===== src/rtl/fetch_pkg.sv =====
// Shared definitions for the instruction fetch stage: instruction/PC
// constants and the IF/ID pipeline register payload.
package fetch_pkg;

    localparam int          INSTR_W          = 32;
    localparam logic [31:0] NOP_INSTR        = 32'h0000_0000;  // sll $0,$0,0
    localparam logic [31:0] PC_INC           = 32'd4;
    localparam logic [31:0] DEFAULT_RESET_PC = 32'h0000_0000;

    // Word-aligned fetch: the two low address bits are always cleared.
    localparam logic [31:0] ALIGN_MASK       = 32'hFFFF_FFFC;

    typedef struct packed {
        logic [INSTR_W-1:0] instruction;
        logic [31:0]        pc_plus4;
        logic               valid;
    } ifid_t;

    // Bubble contents loaded on reset or flush.
    function automatic ifid_t ifid_bubble(input logic [INSTR_W-1:0] nop);
        ifid_t b;
        b.instruction = nop;
        b.pc_plus4    = '0;
        b.valid       = 1'b0;
        return b;
    endfunction

endpackage


===== src/rtl/if_id_register.sv =====
// IF/ID pipeline register. Reset and flush both load a bubble; otherwise
// the register loads when i_load is high and holds when it is low.
// There is no valid/ready handshake here: the hazard unit's stall is a
// plain hold (i_load low) and a redirect is a plain flush, both applied
// unconditionally on the next rising edge.
module if_id_register
    import fetch_pkg::*;
#(
    parameter logic [INSTR_W-1:0] NOP = NOP_INSTR
) (
    input  logic  i_clk,
    input  logic  i_rst,
    input  logic  i_load,
    input  logic  i_flush,
    input  ifid_t i_d,
    output ifid_t o_q
);

    ifid_t r_q;

    // Bubble on reset/flush, capture on load, otherwise hold.
    always_ff @(posedge i_clk) begin
        if (i_rst || i_flush) begin
            r_q <= ifid_bubble(NOP);
        end else if (i_load) begin
            r_q <= i_d;
        end
    end

    assign o_q = r_q;

endmodule


===== src/rtl/instruction_fetch_unit.sv =====
// Fetch stage: owns the PC, drives it to the instruction memory and
// captures the returned instruction plus PC+4 into the IF/ID register.
// Priority of controls: Rst > Redirect > Stall > normal fetch.
// Optional performance counters are enabled with macro IF_PERF_COUNT_EN.
module instruction_fetch_unit #(
    parameter logic [31:0] RESET_PC  = fetch_pkg::DEFAULT_RESET_PC,
    parameter int          ADDR_W    = 32,
    parameter logic [31:0] NOP_INSTR = fetch_pkg::NOP_INSTR
) (
    input  logic              Clk,
    input  logic              Rst,
    input  logic              Stall,
    input  logic              Redirect,
    input  logic [ADDR_W-1:0] RedirectPC,
    output logic [ADDR_W-1:0] IMemAddress,
    input  logic [31:0]       IMemInstruction,
    output logic [ADDR_W-1:0] PC,
    output logic [31:0]       IFID_Instruction,
    output logic [31:0]       IFID_PCPlus4,
    output logic              IFID_Valid
`ifdef IF_PERF_COUNT_EN
    ,
    output logic [31:0]       FetchCount,
    output logic [31:0]       StallCount
`endif
);

    logic [ADDR_W-1:0]  r_pc;
    logic [ADDR_W-1:0]  w_pc_plus4;
    logic [ADDR_W-1:0]  w_redirect_pc;
    fetch_pkg::ifid_t   w_ifid_d;
    fetch_pkg::ifid_t   w_ifid_q;

    // PC+4 wraps modulo 2^32 with no overflow indication.
    assign w_pc_plus4    = r_pc + fetch_pkg::PC_INC;
    assign w_redirect_pc = RedirectPC & fetch_pkg::ALIGN_MASK;

    // Program counter: boot address, redirect target, hold, or advance.
    always_ff @(posedge Clk) begin
        if (Rst) begin
            r_pc <= RESET_PC;
        end else if (Redirect) begin
            r_pc <= w_redirect_pc;
        end else if (!Stall) begin
            r_pc <= w_pc_plus4;
        end
    end

    // Payload captured on a normal fetch edge.
    always_comb begin
        w_ifid_d.instruction = IMemInstruction;
        w_ifid_d.pc_plus4    = w_pc_plus4;
        w_ifid_d.valid       = 1'b1;
    end

    if_id_register #(
        .NOP     (NOP_INSTR)
    ) u_if_id (
        .i_clk   (Clk),
        .i_rst   (Rst),
        .i_load  (!Stall),
        .i_flush (Redirect),
        .i_d     (w_ifid_d),
        .o_q     (w_ifid_q)
    );

    assign IMemAddress      = r_pc;
    assign PC               = r_pc;
    assign IFID_Instruction = w_ifid_q.instruction;
    assign IFID_PCPlus4     = w_ifid_q.pc_plus4;
    assign IFID_Valid       = w_ifid_q.valid;

`ifdef IF_PERF_COUNT_EN
    logic        w_fetch_evt;
    logic        w_stall_evt;
    logic [31:0] r_fetch_count;
    logic [31:0] r_stall_count;

    assign w_fetch_evt = !Rst && !Redirect && !Stall;
    assign w_stall_evt = !Rst && !Redirect &&  Stall;

    // Saturating event counters for fetched instructions and stalled edges.
    always_ff @(posedge Clk) begin
        if (Rst) begin
            r_fetch_count <= '0;
            r_stall_count <= '0;
        end else begin
            if (w_fetch_evt && (r_fetch_count != 32'hFFFF_FFFF)) begin
                r_fetch_count <= r_fetch_count + 32'd1;
            end
            if (w_stall_evt && (r_stall_count != 32'hFFFF_FFFF)) begin
                r_stall_count <= r_stall_count + 32'd1;
            end
        end
    end

    assign FetchCount = r_fetch_count;
    assign StallCount = r_stall_count;
`else
    // Counters not built: no extra state or ports.
`endif

endmodule


===== config.mk =====
export PLATFORM = sky130hd
export DESIGN_NAME = instruction_fetch_unit
export DESIGN_NICKNAME = d
export VERILOG_FILES = /design/src/rtl/fetch_pkg.sv /design/src/rtl/if_id_register.sv /design/src/rtl/instruction_fetch_unit.sv
export SDC_FILE = /design/constraint.sdc
export NUM_CORES = 1
export LEC_CHECK = 0
export CAP_MARGIN = 20
export CORE_MARGIN = 1.5
export CORE_UTILIZATION = 41
export CTS_BUF_LIST = sky130_fd_sc_hd__clkbuf_8
export CTS_CLUSTER_DIAMETER = 40
export DETAILED_ROUTE_END_ITERATION = 7
export PLACE_DENSITY = 0.85
export SLEW_MARGIN = 10
export SYNTH_ARGS = -nofsm -noshare
export SYNTH_HDL_FRONTEND = slang
export SYNTH_HIERARCHICAL = 1
export SYNTH_SLANG_ARGS = --single-unit
export TNS_END_PERCENT = 50

===== constraint.sdc =====
create_clock -name Clk -period 1.8 [get_ports Clk]
set_input_delay 0.27 -clock Clk [delete_from_list [all_inputs] [get_ports Clk]]
set_output_delay 0.27 -clock Clk [all_outputs]
set_load 0.02 [all_outputs]

# Word-level counts from Yosys, hierarchy flattened
# Cells that the tools add are included.
word_totals:
  wordCells: 11
  regBits: 97
  output_inout_bits: 129
  inputBits: 68
op_classes:
  addsub: 1
  eq_ne: 1
  n_mux: 2
  n_reduce_logical: 2
op_table:
  columns: ["operator", "n"]
  rows:
  - ["32-bit two-way mux", 2]
  - ["32-bit by 3-bit adder with 32-bit output, second input constant", 1]
  - ["2-bit by 1-bit != test with 1-bit output, second input constant", 1]
  - ["2-bit OR reduction", 1]
  - ["1-bit logical OR", 1]

# Logic depth before layout (Yosys ltp)
# Gate-level depths: netlist of the first run.
depth:
  depth_word: 3
  depth_mapped: 8
  mapped_depth_nobuf: 7

# Cells and area by module
# The synthesis of the first run kept the hierarchy.
by_module_without_submodules:
  columns: ["mod", "instances", "area_each_um2", "seq_area_each_um2", "cells_each"]
  rows:
  - ["instruction_fetch_unit", 1, 2552.4, 600.6, 340]
  - ["if_id_register", 1, 2338.5, 1301.2, 210]

# Worst setup path before layout of the first run
# Ideal clock, no wire load.
synth_path:
  kind: "register to register"
  from: "register r_pc[4] (netlist: IMemAddress[4])"
  to: "register r_pc[27] (netlist: IMemAddress[27])"
  path_stages_with_launch: 7
  path_buffers: 2
  arrival_ns: 2.028
  setup_time_ns: 0.082
  required_ns: 1.718
  synth_period_minus_slack_ns: 2.111
  slack_ns: -0.311
  cell_sequence: "dfxtp_1 buf_2 nand3_4 or4_1 buf_2 or4_1 o221ai_1"
synth_between:
  elab_chain_len: 3
synth_rtl:
  columns: ["element", "line", "source"]
  rows:
  - ["from (decl)", "instruction_fetch_unit.sv:28", "logic [ADDR_W-1:0] r_pc;"]
  - ["from (signal assigned)", "instruction_fetch_unit.sv:43", "r_pc <= w_redirect_pc;"]
  - ["from (signal assigned)", "instruction_fetch_unit.sv:45", "r_pc <= w_pc_plus4;"]
  - ["32-bit by 3-bit adder with 32-bit output", "instruction_fetch_unit.sv:35", "assign w_pc_plus4 = r_pc + fetch_pkg::PC_INC;"]
  - ["32-bit two-way mux", "instruction_fetch_unit.sv:44", "end else if (!Stall) begin"]
  - ["32-bit two-way mux", "instruction_fetch_unit.sv:42", "end else if (Redirect) begin"]
# No other way between the ends. The select of a mux whose other input is x is not followed.
# A chain may end at the register's enable or synchronous reset.

# Worst setup path in the final report of the first run
layout_path:
  from: "register r_pc[10] (netlist: IMemAddress[10])"
  to: "register r_pc[26] (netlist: IMemAddress[26])"
# The elaborated chain is that of the path after synthesis.

==> reports/metrics.yaml, run 1 <==
yosys:
  synth_top_flop_cell: "dfxtp_1"
  ys_ff_latch: 95
  synth_seq_area_share_pct: 38.88
  ys_top_cells_by_area: "dfxtp_1, mux2i_1, nor2_1"
  syn-mean-instance-area_um2: 8.893
  synthCells: 550
  synth.top_cell.area_share_pct: 38.88
  synth_cell_type_count: 44
  fraction_of_registers_with_async_set_or_reset_after_synthesis_pct: 0
  syn-cell-area_mm2: 0.004891
  synth_area_leader_cell: "dfxtp_1"
  synth-warning-count: 6
  synth-edff-count: 0
sta:
  final.min_clock_period_ns: 1.870
  finalClockSkew_ns: 0.01444
  timing.hold.ws_ns: 0.4359
  timing.final.ws_setup_ns: -0.06990
  timing.final.setup_violations: 4
  final.period_utilization_pct: 103.9
  max_clock_freq_mhz: 534.8
  unrepaired_setup_endpoints_after_global_routing: "true"
  hold_violations: 0
  timing.final.max_slew_violations: 0
  final.setup.tns_ns: -0.1410
clocking:
  path_clk_slew_ns: 0.10
  cts_inserted_buffers: 9
  htreeDepth: 3
  latest_clock_arrival_within_the_worst_skew_pair_ns: 0.39
  tritoncts_clock_tree: "built"
  ctsLongestPathBuffers: 2
  root_buffer: "clkbuf_8"
  clock-sinks: 95
critical_path:
  worst-endpoint-required_ns: 2.10
  startpoint_type: "register"
  crit_path_max_fanout: 6
  ff2ff_setup_slack_ns: -0.07
  reg2reg_to: "IMemAddress[26]"
  cp_class: "register to register"
  worst_setup_path_startpoint: "IMemAddress[10]"
  rr_startpoint: "IMemAddress[10]"
  arrival_time_at_the_worst_endpoint_ns: 2.17
  worst_setup_path_end_kind: "register"
  r2r.worst_path.cells: 4
detailed_routing:
  totalWireLength_mm: 15.87
  firstDrtPassIters: 7
  drt_iter0_drc: 351
  vias_per_std_cell: 5.323
  wire_per_inst_um: 17.34
  num_vias: 4871
  ant_nets: 0
  remaining_routing_drc_violations: 20
floorplanning:
  top_level_port_count: 197
  floorplan.rows: 39
  core_area_mm2: 0.01152
  design.die.area_mm2: 0.01259
  die_width_um: 112.2
  initial_core_util_pct: 42.47
  die_h_um: 112.2
layout:
  layout-drive-gt1-share_pct: 21.50
  num-fill-cells: 885
  layout-area-overhead-vs-synth_pct: 58.66
  finalNetCount: 836
  antenna-diode-count: 0
  post-route-util_pct: 67.38
place:
  finalWeightedCongestion: 0.8724
  io_port_bufs: 190
  detailedPlacementHpwl_mm: 11.36
  placement.setup.worst_slack_ns: -0.2029
flow_run:
  max-cap-violations: 0
hold_path:
  worstHoldEndpoint: "IMemAddress[2]"
  min_path_type: "input pin to register"
  hold_path_depth: 3
  worst_hold_startpoint: "RedirectPC[2]"
global_route:
  global_router_s_overall_resource_usage_pct: 23.39
  grt_pass1_wl_mm: 23.50
  grt_overflow_total: 0
  grt_pass1_vias: 4668
  grt_max_degree: 43
  grt_antenna_before_repair: 0
run_status:
  failed_checks: "DRC, setup timing"
  outcome: "finished, violations left"
power_and_ir_drop:
  leakage_nw: 3.603
  finalPower_mw: 4.741
  max-vdd-ir-drop_v: 0.0004562
  power_density_over_the_cells_mw_per_mm2: 610.9
-- how the worst max path moves through the flow --
stage | to | slack (ns) | cells past startpoint
2_1_floorplan | IMemAddress[27] | -0.12 | 6
3_5_place_dp | IMemAddress[22] | -0.20 | 5
3_3_place_gp | IMemAddress[22] | -0.15 | 5
5_1_grt | IMemAddress[26] | -0.1 | 4
6_report | IMemAddress[26] | -0.07 | 4
4_1_cts | u_if_id/o_q[22] | -0.06 | 6
-- report_power, final --
part,internal (mW),leakage [nW],switching (mW)
Sequential,2.19,0.788,0.0807
Clock,0.517,0.0909,0.812
Combinational,0.575,2.72,0.570
-- through the flow --
stage,cell area (µm²),instances
after floorplan,5085,555
after global placement,7218,887
after detailed placement,7218,887
after CTS,7396,903
after global routing,7760,915
final,7760,915
-- routing by layer --
layer / vias to the layer above / global-route usage (%) / share of wire, % / wire (µm)
met5: - / 0 / 0 / 0
met4: 0 / 9.873 / 2.0 / 325
met3: 25 / 5.724 / 8.5 / 1345
met2: 226 / 40.94 / 49 / 7792
met1: 2326 / 27.36 / 40 / 6404
li1: 2294 / - / - / -
-- final cells by class --
cell class | instances | area, µm² | area share [%]
Multi-Input combinational cell | 370 | 2686 | 34.62
Clock buffer | 9 | 123.9 | 1.596
Tap cell | 143 | 178.9 | 2.306
Sequential cell | 95 | 1966 | 25.33
Inverter | 14 | 53.80 | 0.6933
Timing Repair Buffer | 277 | 2698 | 34.76
Clock inverter | 7 | 53.80 | 0.6933
-- sequential cells by signal, summed over array words and instances, names as in the netlist --
register / count
u_if_id/o_q: 65
IMemAddress: 30
-- timing repair --
| item | 4_1_cts | 5_1_grt |
|---|---|---|
| cloned | 0 | 1 |
| setup buffers | 0 | 11 |
| pin swaps | 5 | 24 |
| setup endpoints to repair | 29 | 53 |
| gates resized for setup | 26 | 67 |
| hold buffers | 0 | 0 |
-- placed cells by master (no fill, tap or decap), types with 13 or more instances in the layout --
cell type / n
a211oi_1: 15
buf_4: 76
clkdlybuf4s50_1: 142
dfxtp_1: 72
dfxtp_4: 14
dlygate4sd2_1: 19
dlymetal6s2s_1: 29
inv_1: 13
mux2i_1: 66
nand2_1: 20
nor2_1: 99
xnor2_1: 20
-- critical path, stage by stage (launching register included) --
cell      delay [ns]
dfxtp_4         0.40
nand4_1         0.19
or3_4           0.43
or4_1           0.54
a311oi_1        0.23
-- cell families after synthesis --
family / after synthesis / share of synthesized area [%]
AOI/OAI and AO/OA: 51 / 7.879
DFF: 95 / 38.88
muxes: 66 / 13.51
and+or+nand+nor: 205 / 20.70
buffers and inverters: 91 / 11.64
other: 2 / 0.1535
xor gates and xnor gates: 39 / 6.984
adders and majority gates: 1 / 0.2558
-- synth_stat cells (3+ instances only) --
master     count
or2_1          4
nand4_1       11
a311oi_1       4
buf_1          4
xnor2_1       25
buf_2         14
buf_6         10
a211oi_1      16
nor3_1        14
mux2i_1       66
or4_1          4
inv_1         14
nand2_1       23
clkbuf_1      13
xor2_1        14
and4_1        10
a21oi_1        8
o31ai_1        3
dfxtp_1       95
nor2b_1        3
or3_1          6
and3_1         3
and2_1         3
buf_4         36
nand3_1       15
nor4_1         5
a2111oi_0      7
nor2_1        99
(Power assumes the default switching activity.)
==> run 2: changes to the inputs <==
--- a/config.mk
+++ b/config.mk
@@ -12,7 +12,7 @@
 export CTS_CLUSTER_DIAMETER = 40
 export DETAILED_ROUTE_END_ITERATION = 7
 export PLACE_DENSITY = 0.85
-export SLEW_MARGIN = 10
+export SLEW_MARGIN = 0
 export SYNTH_ARGS = -nofsm -noshare
 export SYNTH_HDL_FRONTEND = slang
 export SYNTH_HIERARCHICAL = 1
==> results of run 2 <==
Same layout as run 1: the final DEF is identical, and so are final timing and power.
